## src/rtl/if_prefetch_unit_pkg.sv

```systemverilog
// ---------------------------------------------------------------------------
// if_prefetch_unit_pkg
// Shared constants for the instruction-fetch front end.
//   DEF_RESET_PC : default fetch PC after reset
//   WORD_BYTES   : instruction word size in bytes (PC increment)
//   NOP_INSN     : encoding presented for empty/flushed slots
//   ptr_w()      : pointer width for a queue of a given depth
// ---------------------------------------------------------------------------
package if_prefetch_unit_pkg;

    localparam logic [31:0] DEF_RESET_PC = 32'h0000_0000;
    localparam logic [31:0] WORD_BYTES   = 32'd4;
    localparam logic [31:0] NOP_INSN     = 32'h0000_0000;

    // Queue pointer width; a depth of 2 still needs a 1-bit pointer.
    function automatic int ptr_w(input int depth);
        return (depth < 2) ? 1 : $clog2(depth);
    endfunction

endpackage

```

## src/rtl/if_prefetch_fifo.sv

```systemverilog
// ---------------------------------------------------------------------------
// if_prefetch_fifo
// In-order circular queue holding {pc, instruction} pairs for the fetch unit.
// Ports:
//   clk          : clock
//   rst          : asynchronous active-low reset
//   i_push       : enqueue i_push_data
//   i_push_data  : entry to enqueue
//   i_pop        : dequeue the head entry (ignored when empty)
//   i_flush      : empty the queue; overrides push and pop
//   o_count      : number of valid entries (0..DEPTH)
//   o_valid      : queue holds at least one entry
//   o_head       : head entry, zero when empty
// ---------------------------------------------------------------------------
module if_prefetch_fifo
    import if_prefetch_unit_pkg::*;
#(
    parameter int DEPTH = 4,
    parameter int WIDTH = 64
) (
    input  logic                     clk,
    input  logic                     rst,
    input  logic                     i_push,
    input  logic [WIDTH-1:0]         i_push_data,
    input  logic                     i_pop,
    input  logic                     i_flush,
    output logic [ptr_w(DEPTH):0]    o_count,
    output logic                     o_valid,
    output logic [WIDTH-1:0]         o_head
);

    localparam int PW = ptr_w(DEPTH);

    logic [WIDTH-1:0] r_mem [DEPTH];
    logic [PW-1:0]    r_rd_ptr;
    logic [PW-1:0]    r_wr_ptr;
    logic [PW:0]      r_count;

    logic w_push;
    logic w_pop;

    assign w_push = i_push && !i_flush;
    assign w_pop  = i_pop && !i_flush && (r_count != '0);

    // Pointers wrap naturally because DEPTH is a power of two.
    always_ff @(posedge clk or negedge rst) begin
        if (!rst) begin
            r_rd_ptr <= '0;
            r_wr_ptr <= '0;
            r_count  <= '0;
        end else if (i_flush) begin
            r_rd_ptr <= '0;
            r_wr_ptr <= '0;
            r_count  <= '0;
        end else begin
            if (w_push) r_wr_ptr <= r_wr_ptr + 1'b1;
            if (w_pop)  r_rd_ptr <= r_rd_ptr + 1'b1;
            case ({w_push, w_pop})
                2'b10:   r_count <= r_count + 1'b1;
                2'b01:   r_count <= r_count - 1'b1;
                default: r_count <= r_count;
            endcase
        end
    end

    // Storage needs no reset: it is only observed through o_valid.
    always_ff @(posedge clk) begin
        if (w_push) r_mem[r_wr_ptr] <= i_push_data;
    end

    assign o_count = r_count;
    assign o_valid = (r_count != '0);
    assign o_head  = o_valid ? r_mem[r_rd_ptr] : '0;

    // The requester reserves a slot before issuing, so a push into a full
    // queue without a simultaneous pop indicates a broken space check.
    a_no_overflow: assert property (@(posedge clk) disable iff (!rst)
        !(w_push && !w_pop && (r_count == (PW+1)'(DEPTH))));

endmodule

```

## src/rtl/if_prefetch_unit.sv

```systemverilog
// ---------------------------------------------------------------------------
// if_prefetch_unit
// Instruction-fetch front end feeding the IF/ID register. Owns the fetch PC,
// issues one word read at a time to a variable-latency memory and buffers
// returned words, tagged with their PC, in an in-order queue. Redirects
// flush the queue and retarget the fetch PC; a read in flight at redirect
// time is dropped when it returns.
// Ports:
//   clk, rst         : clock, asynchronous active-low reset
//   redirect         : flush and refetch from redirect_pc
//   redirect_pc      : new target, low two bits forced to zero
//   inst_ready       : IF/ID accepts the head entry
//   inst_valid       : head entry valid
//   inst, inst_pc    : head instruction and its PC
//   inst_pcplus4     : inst_pc + 4
//   imem_req/addr    : read request and word address
//   imem_gnt         : request accepted this cycle
//   imem_rvalid/rdata: read response
// ---------------------------------------------------------------------------
module if_prefetch_unit
    import if_prefetch_unit_pkg::*;
#(
    parameter int          DEPTH    = 4,
    parameter logic [31:0] RESET_PC = DEF_RESET_PC
) (
    input  logic        clk,
    input  logic        rst,
    input  logic        redirect,
    input  logic [31:0] redirect_pc,
    input  logic        inst_ready,
    output logic        inst_valid,
    output logic [31:0] inst,
    output logic [31:0] inst_pc,
    output logic [31:0] inst_pcplus4,
    output logic        imem_req,
    output logic [31:0] imem_addr,
    input  logic        imem_gnt,
    input  logic        imem_rvalid,
    input  logic [31:0] imem_rdata
);

    localparam int PW = ptr_w(DEPTH);

    logic [31:0] r_fetch_pc;
    logic [31:0] r_req_pc;
    logic        r_outstanding;
    logic        r_drop;

    logic [PW:0] w_count;
    logic [PW:0] w_inflight;
    logic [63:0] w_head;
    logic        w_head_valid;
    logic        w_rvalid;
    logic        w_blocked;
    logic        w_space;
    logic        w_grant;
    logic        w_push;
    logic        w_pop;

    // A response with nothing outstanding (e.g. one issued before a reset)
    // belongs to no request of ours and is ignored.
    assign w_rvalid   = imem_rvalid && r_outstanding;
    assign w_blocked  = r_outstanding && !imem_rvalid;
    // The in-flight read already owns a queue slot.
    assign w_inflight = w_count + (PW+1)'(r_outstanding);
    assign w_space    = (w_inflight < (PW+1)'(DEPTH));

    // Gated by rst so the request drops immediately on async reset.
    assign imem_req  = rst && !w_blocked && w_space && !redirect;
    assign imem_addr = r_fetch_pc;
    assign w_grant   = imem_req && imem_gnt;

    assign w_push = w_rvalid && !r_drop && !redirect;
    assign w_pop  = w_head_valid && inst_ready && !redirect;

    always_ff @(posedge clk or negedge rst) begin
        if (!rst) begin
            r_fetch_pc    <= RESET_PC;
            r_req_pc      <= '0;
            r_outstanding <= 1'b0;
            r_drop        <= 1'b0;
        end else begin
            if (redirect) begin
                r_fetch_pc <= redirect_pc & 32'hFFFF_FFFC;
                // A read still in flight returns stale data later.
                r_drop     <= w_blocked;
            end else begin
                if (w_grant) begin
                    r_fetch_pc <= r_fetch_pc + WORD_BYTES;
                    r_req_pc   <= r_fetch_pc;
                end
                if (w_rvalid) r_drop <= 1'b0;
            end

            if (w_grant)       r_outstanding <= 1'b1;
            else if (w_rvalid) r_outstanding <= 1'b0;
        end
    end

    if_prefetch_fifo #(
        .DEPTH (DEPTH),
        .WIDTH (64)
    ) u_fifo (
        .clk         (clk),
        .rst         (rst),
        .i_push      (w_push),
        .i_push_data ({r_req_pc, imem_rdata}),
        .i_pop       (w_pop),
        .i_flush     (redirect),
        .o_count     (w_count),
        .o_valid     (w_head_valid),
        .o_head      (w_head)
    );

    assign inst_valid   = w_head_valid;
    assign inst         = w_head_valid ? w_head[31:0] : NOP_INSN;
    assign inst_pc      = w_head[63:32];
    assign inst_pcplus4 = w_head_valid ? (w_head[63:32] + WORD_BYTES) : 32'h0;

endmodule

```

## config.mk

```make
export PLATFORM = sky130hd
export DESIGN_NAME = if_prefetch_unit
export DESIGN_NICKNAME = d
export VERILOG_FILES = /design/src/rtl/if_prefetch_unit_pkg.sv /design/src/rtl/if_prefetch_fifo.sv /design/src/rtl/if_prefetch_unit.sv
export SDC_FILE = /design/constraint.sdc
export NUM_CORES = 1
export LEC_CHECK = 0
export CAP_MARGIN = 15
export CORE_UTILIZATION = 35
export CTS_CLUSTER_DIAMETER = 100
export DETAILED_ROUTE_END_ITERATION = 10
export MAX_ROUTING_LAYER = met4
export PLACE_DENSITY = 0.56
export SLEW_MARGIN = 20
export SYNTH_ARGS = -nofsm -noshare
export SYNTH_HDL_FRONTEND = slang
export SYNTH_SLANG_ARGS = --single-unit
```

## constraint.sdc

```tcl
create_clock -name clk -period 9.3 [get_ports clk]
set_input_delay 0.93 -clock clk [delete_from_list [all_inputs] [get_ports clk]]
set_output_delay 0.93 -clock clk [all_outputs]
set_load 0.01 [all_outputs]
```

Word level (Yosys, flattened, before mapping)
Memories as Yosys holds them, arrays and structs flattened.
Index checks and enable logic that the tools add are counted.

storage, ports and cells
  register bits = 73
  bits in writable memories = 256
  input bits = 70
  output and inout port bits = 130
  word-level logic and storage cells = 60
  memories kept = 1

operators by class
  $add $sub $neg = 7
  order comparisons = 1
  eq/ne operators = 2
  mux-type cells = 16
  bitwise logic cells = 1
  reduce and logical (&&, ||, !) cells = 25

memory list
  memory        depth  bits a word  read ports  clocked after memory_dff  write ports  RTL line                RTL
  u_fifo.r_mem  4      64           1           0                         1            if_prefetch_fifo.sv:34  logic [WIDTH-1:0] r_mem [DEPTH];

operator list
  kind                                                                   count
  32-bit 2-to-1 mux                                                      4
  32-bit by 3-bit adder with 32-bit output, second input constant        2
  64-bit 2-to-1 mux                                                      1
  1-bit logical AND                                                      13
  2-bit nonzero test                                                     5
  2-bit 2-to-1 mux                                                       4
  3-bit case mux with 2 select lines                                     1
  3-bit nonzero test                                                     2
  1-bit 2-to-1 mux                                                       5
  2-bit by 1-bit adder with 2-bit output, second input constant          2
  1-bit zero test                                                        4
  3-bit by 1-bit adder with 3-bit output                                 1
  3-bit by 1-bit adder with 3-bit output, second input constant          1
  3-bit less-than comparator, second input constant                      1
  3-bit 2-to-1 mux                                                       1
  3-bit by 1-bit subtractor with 3-bit output, second input constant     1
  2-bit by 1-bit equality test with 1-bit output, second input constant  1
  2-bit equality test, second input constant                             1
  2-bit AND reduction                                                    1
  1-bit NOT                                                              1

Depth between registers and ports, before layout
  depth after elaboration = 9
  depth in mapped cells = 11
  mapped depth without buffers = 9

Hierarchy
A second synthesis with hierarchy kept.

second synthesis, totals
  cell total of the unflattened synthesis = 889
  area, all modules = 14428.8 um^2

modules (own cells, without submodules)
  module            times used  cells each  area an instance (um^2)  sequential area each (um^2)
  if_prefetch_fifo  1           455         10142.2                  7862.5
  if_prefetch_unit  1           434         4286.6                   1551.5

Worst setup path after synthesis
No wires, ideal clock.

  path kind = flip-flop to output port
  start = reg u_fifo.r_count[0] (netlist: u_fifo.o_count[0])
  end = out inst_pcplus4[24]
  arrival time = 2917 ps
  data required time = 8370 ps
  setup slack = 5453 ps
  cell stages (with the launch flop) = 12
  path buffers = 3
  path through = dfrtp_1 > nor3_1 > inv_1 > clkbuf_1 > clkbuf_1 > and2_1 > ha_1 > nand3_1 > or3_1 > clkbuf_1 > or3_1 > mux2_2

on the way
  word-level cells in the longest chain between the ends = 4

ends and longest elaborated chain
  element                                   RTL line                 RTL
  start, declared                           if_prefetch_fifo.sv:37   logic [PW:0] r_count;
  start signal, assigned                    if_prefetch_fifo.sv:59   2'b10: r_count <= r_count + 1'b1;
  start signal, assigned                    if_prefetch_fifo.sv:60   2'b01: r_count <= r_count - 1'b1;
  start signal, assigned                    if_prefetch_fifo.sv:61   default: r_count <= r_count;
  3-bit nonzero test                        if_prefetch_fifo.sv:72   assign o_valid = (r_count != '0);
  64-bit 2-to-1 mux                         if_prefetch_fifo.sv:73   assign o_head = o_valid ? r_mem[r_rd_ptr] : '0;
  via inst_pc[3]                            if_prefetch_unit.sv:33   output logic [31:0] inst_pc,
  32-bit by 3-bit adder with 32-bit output  if_prefetch_unit.sv:118  assign inst_pcplus4 = w_head_valid ? (w_head[63:32] + WORD_BYTES) : 32'h0;
  32-bit 2-to-1 mux                         if_prefetch_unit.sv:118
  end, declared                             if_prefetch_unit.sv:34   output logic [31:0] inst_pcplus4,

The timed path passes the listed nets, and every way through them passes these cells.

Final worst setup path
  start = reg u_fifo.r_rd_ptr[0]
  end = out inst_pcplus4[26]

on the way
  word-level cells in the longest chain between the ends = 4

ends and longest elaborated chain
  element                                   RTL line                 RTL
  start, declared                           if_prefetch_fifo.sv:35   logic [PW-1:0] r_rd_ptr;
  start signal, assigned                    if_prefetch_fifo.sv:57   if (w_pop) r_rd_ptr <= r_rd_ptr + 1'b1;
  memory 4 x 64 bit                         --
  64-bit 2-to-1 mux                         if_prefetch_fifo.sv:73
  32-bit by 3-bit adder with 32-bit output  if_prefetch_unit.sv:118
  32-bit 2-to-1 mux                         if_prefetch_unit.sv:118

No other way between the ends.

==> qor.csv <==
metric;value;unit
die_h;200;um
place_ws;3840;ps
htreeDepth;2;
dpl.cell_count;1597;
first_pass_iters;6;
fin_skew;14.2;ps
maxSlewViolCount;0;
cts_tree;built;
crit_required;8370;ps
post_cts_buffers;0;
crit_path_end_kind;output port;
clkTransAtPathRegs;60;ps
yosys-top-cells-area;edfxtp_1 (54%), dfrtp_1 (13%), mux4_2 (7.2%), nand2_1 (3.7%), mux4_1 (3.1%);
tns;0;ps
p_leak;5.91;nW
dp_hpwl;20000;um
whs;347;ps
antenna_found_initial;0;
powerDensity;273;nW/um^2
nets;1194;
start_util;35.5;%
synth_area;13700;um^2
via_per_inst;4.99;
outcome;complete, no violations;
ctsHoldBuffers;0;
setup_slack;3420;ps
postRouteAntennaNets;0;
yosysTopAreaCell;edfxtp_1;
syn_inst;925;
io_buffer_count;191;
wirelength;32100;um
fin_crit;5880;ps
grt_max_degree;63;
synth_top_cell_area_share;54.3;%
cts_resized;0;
clock-sinks;317;
yosysWarnings;0;
ioPinCount;200;
synthToLayoutAreaGrowth;25.3;%
dr_total_vias;8295;
ir_worst_vdd;0.000128;V
cp-start-kind;register;
layout_common_cells;edfxtp_1 (248), clkdlybuf4s50_1 (190), nand2_1 (135), dfrtp_1 (67), and2_1 (62);
tightest_slew;1040;ps
drive_gt1_share;11.5;%
arrival;4950;ps
cap_violations;0;
grt.total_usage;16.8;%
grt_pass1_vias;8607;
drt-initial-drc-count;409;
finalHoldViolCount;0;
clk_latency;510;ps
rows;72;
die_w;200;um
fmax;170;MHz
worstPathMaxFanout;35;
slew_headroom;30.5;%
design.die.area;40000;um^2
cts_root_buffer;clkbuf_16;
gr-total-overflow;0;
final_common_cell;edfxtp_1;
routabilityCongestion;0.808;
grt_pass1_wl;49700;um
clk_path_buf_depth;3;
rsz0062_at_grt;false;
crit_type;reg -> out;
syn_area_per_cell;14.8;um^2
yosys.cell_types.count;59;
antenna_cells;0;
synth_seq_cells;317;
post-route-period-util;63.2;%
ys_seq_area_share;66.9;%
setup_viol;0;
min_path_type;in -> async;
drc;0;
wl_per_cell;19.3;um
fin_cells;1661;
cts_buffers;36;
core;38600;um^2
report_power, final:
| part | internal (W) | switching (W) |
|---|---|---|
| Sequential | 0.00169 | 0.000171 |
| Clock | 0.000772 | 0.000544 |
| Combinational | 0.000786 | 0.000728 |
path summary, 6_finish.rpt:
| check | start | endpoint | slack (ps) | cells past startpoint |
|---|---|---|---|---|
| setup / recovery | u_fifo.r_rd_ptr[0] | inst_pcplus4[26] | 3420 | 8 |
| hold / removal | rst | imem_addr[26] | 350 | 1 |
| setup reg to reg | u_fifo.o_count[0] | u_fifo.o_count[2] | 5630 | 11 |
| hold reg to reg | r_req_pc[26] | u_fifo.r_mem[0][58] | 520 | 0 |
| max in group asynchronous | rst | u_fifo.r_rd_ptr[0] | 7880 | 2 |
| min in group clk | r_req_pc[26] | u_fifo.r_mem[0][58] | 520 | 0 |
per-stage QoR:
stage | utilization, % | total power, W | area, um^2
after floorplan | - | 0.00265 | 13700
after global placement | 41.7 | 0.00342 | 16100
after detailed placement | 41.7 | 0.00343 | 16100
after CTS | 44.5 | 0.00476 | 17200
after global routing | 44.5 | 0.00495 | 17200
final | 44.5 | 0.00469 | 17200
sequential cells by signal (all words and copies together) (netlist names):
name	cells
u_fifo.o_count	3
imem_addr	30
u_fifo.r_wr_ptr	2
r_req_pc	30
u_fifo.r_rd_ptr	2
u_fifo.r_mem	248
r_drop	1
r_outstanding	1
Yosys cell counts, drive strengths merged:
cell,count
xor2,12
inv,17
and4,4
nand3b,1
conb,1
a21oi,14
nand2,135
and3,8
or2,2
or4b,1
a32oi,2
a21o,2
o21bai,2
a221o,7
a41oi,1
xnor2,16
o211ai,1
or3,10
or4,5
mux2,9
mux2i,8
a22oi,3
ha,6
nor4,8
nand4,7
dfrtp,69
a31oi,2
nor4b,2
buf,21
o311ai,8
nor2b,1
nand2b,3
clkbuf,32
mux4,60
nor3,15
nand3,23
o21ai,36
fa,1
edfxtp,248
o31ai,3
or3b,1
and2,67
nor3b,2
nor2,49
layout make-up:
| type | count | area (um^2) |
|---|---|---|
| sequential | 317 | 9180 |
| tap | 518 | 648 |
| timing repair buffer | 202 | 1990 |
| fill | 3464 | 21500 |
| clock inverter | 13 | 104 |
| clock buffer | 51 | 988 |
| multi-input combinational | 543 | 4220 |
| inverter | 17 | 63.8 |
routing by layer:
metal,vias to the layer above,GRT usage (%),routed length [um]
met5,-,-,0
met4,0,4.13,603
met3,50,2.79,1840
met2,245,26.7,15200
met1,4148,22.5,14500
li1,3852,-,-
cell families (layout without fill, tap and decap cells):
| logic type | Yosys count | count (layout) | share of synthesized area, % |
|---|---|---|---|
| other | 1 | 6 | 0.0273 |
| xor gates and xnor gates | 28 | 28 | 1.79 |
| buffers and inverters | 70 | 283 | 2.64 |
| DFF | 317 | 317 | 66.9 |
| adders and majority gates | 7 | 7 | 0.693 |
| muxes | 77 | 77 | 11.6 |
| and+or+nand+nor | 344 | 344 | 12.6 |
| AOI/OAI and AO/OA | 81 | 81 | 3.81 |
worst max-delay path, cell delays in order (launching register included):
cell             delay, ps
dfrtp_4                880
buf_4                  670
mux4_1                 470
and3_1                 190
nand3_1                340
or3_1                  640
nor4_1                 350
mux2_2                 380
clkdlybuf4s50_1        480
Note: power is estimated with default switching activity, not from simulation.
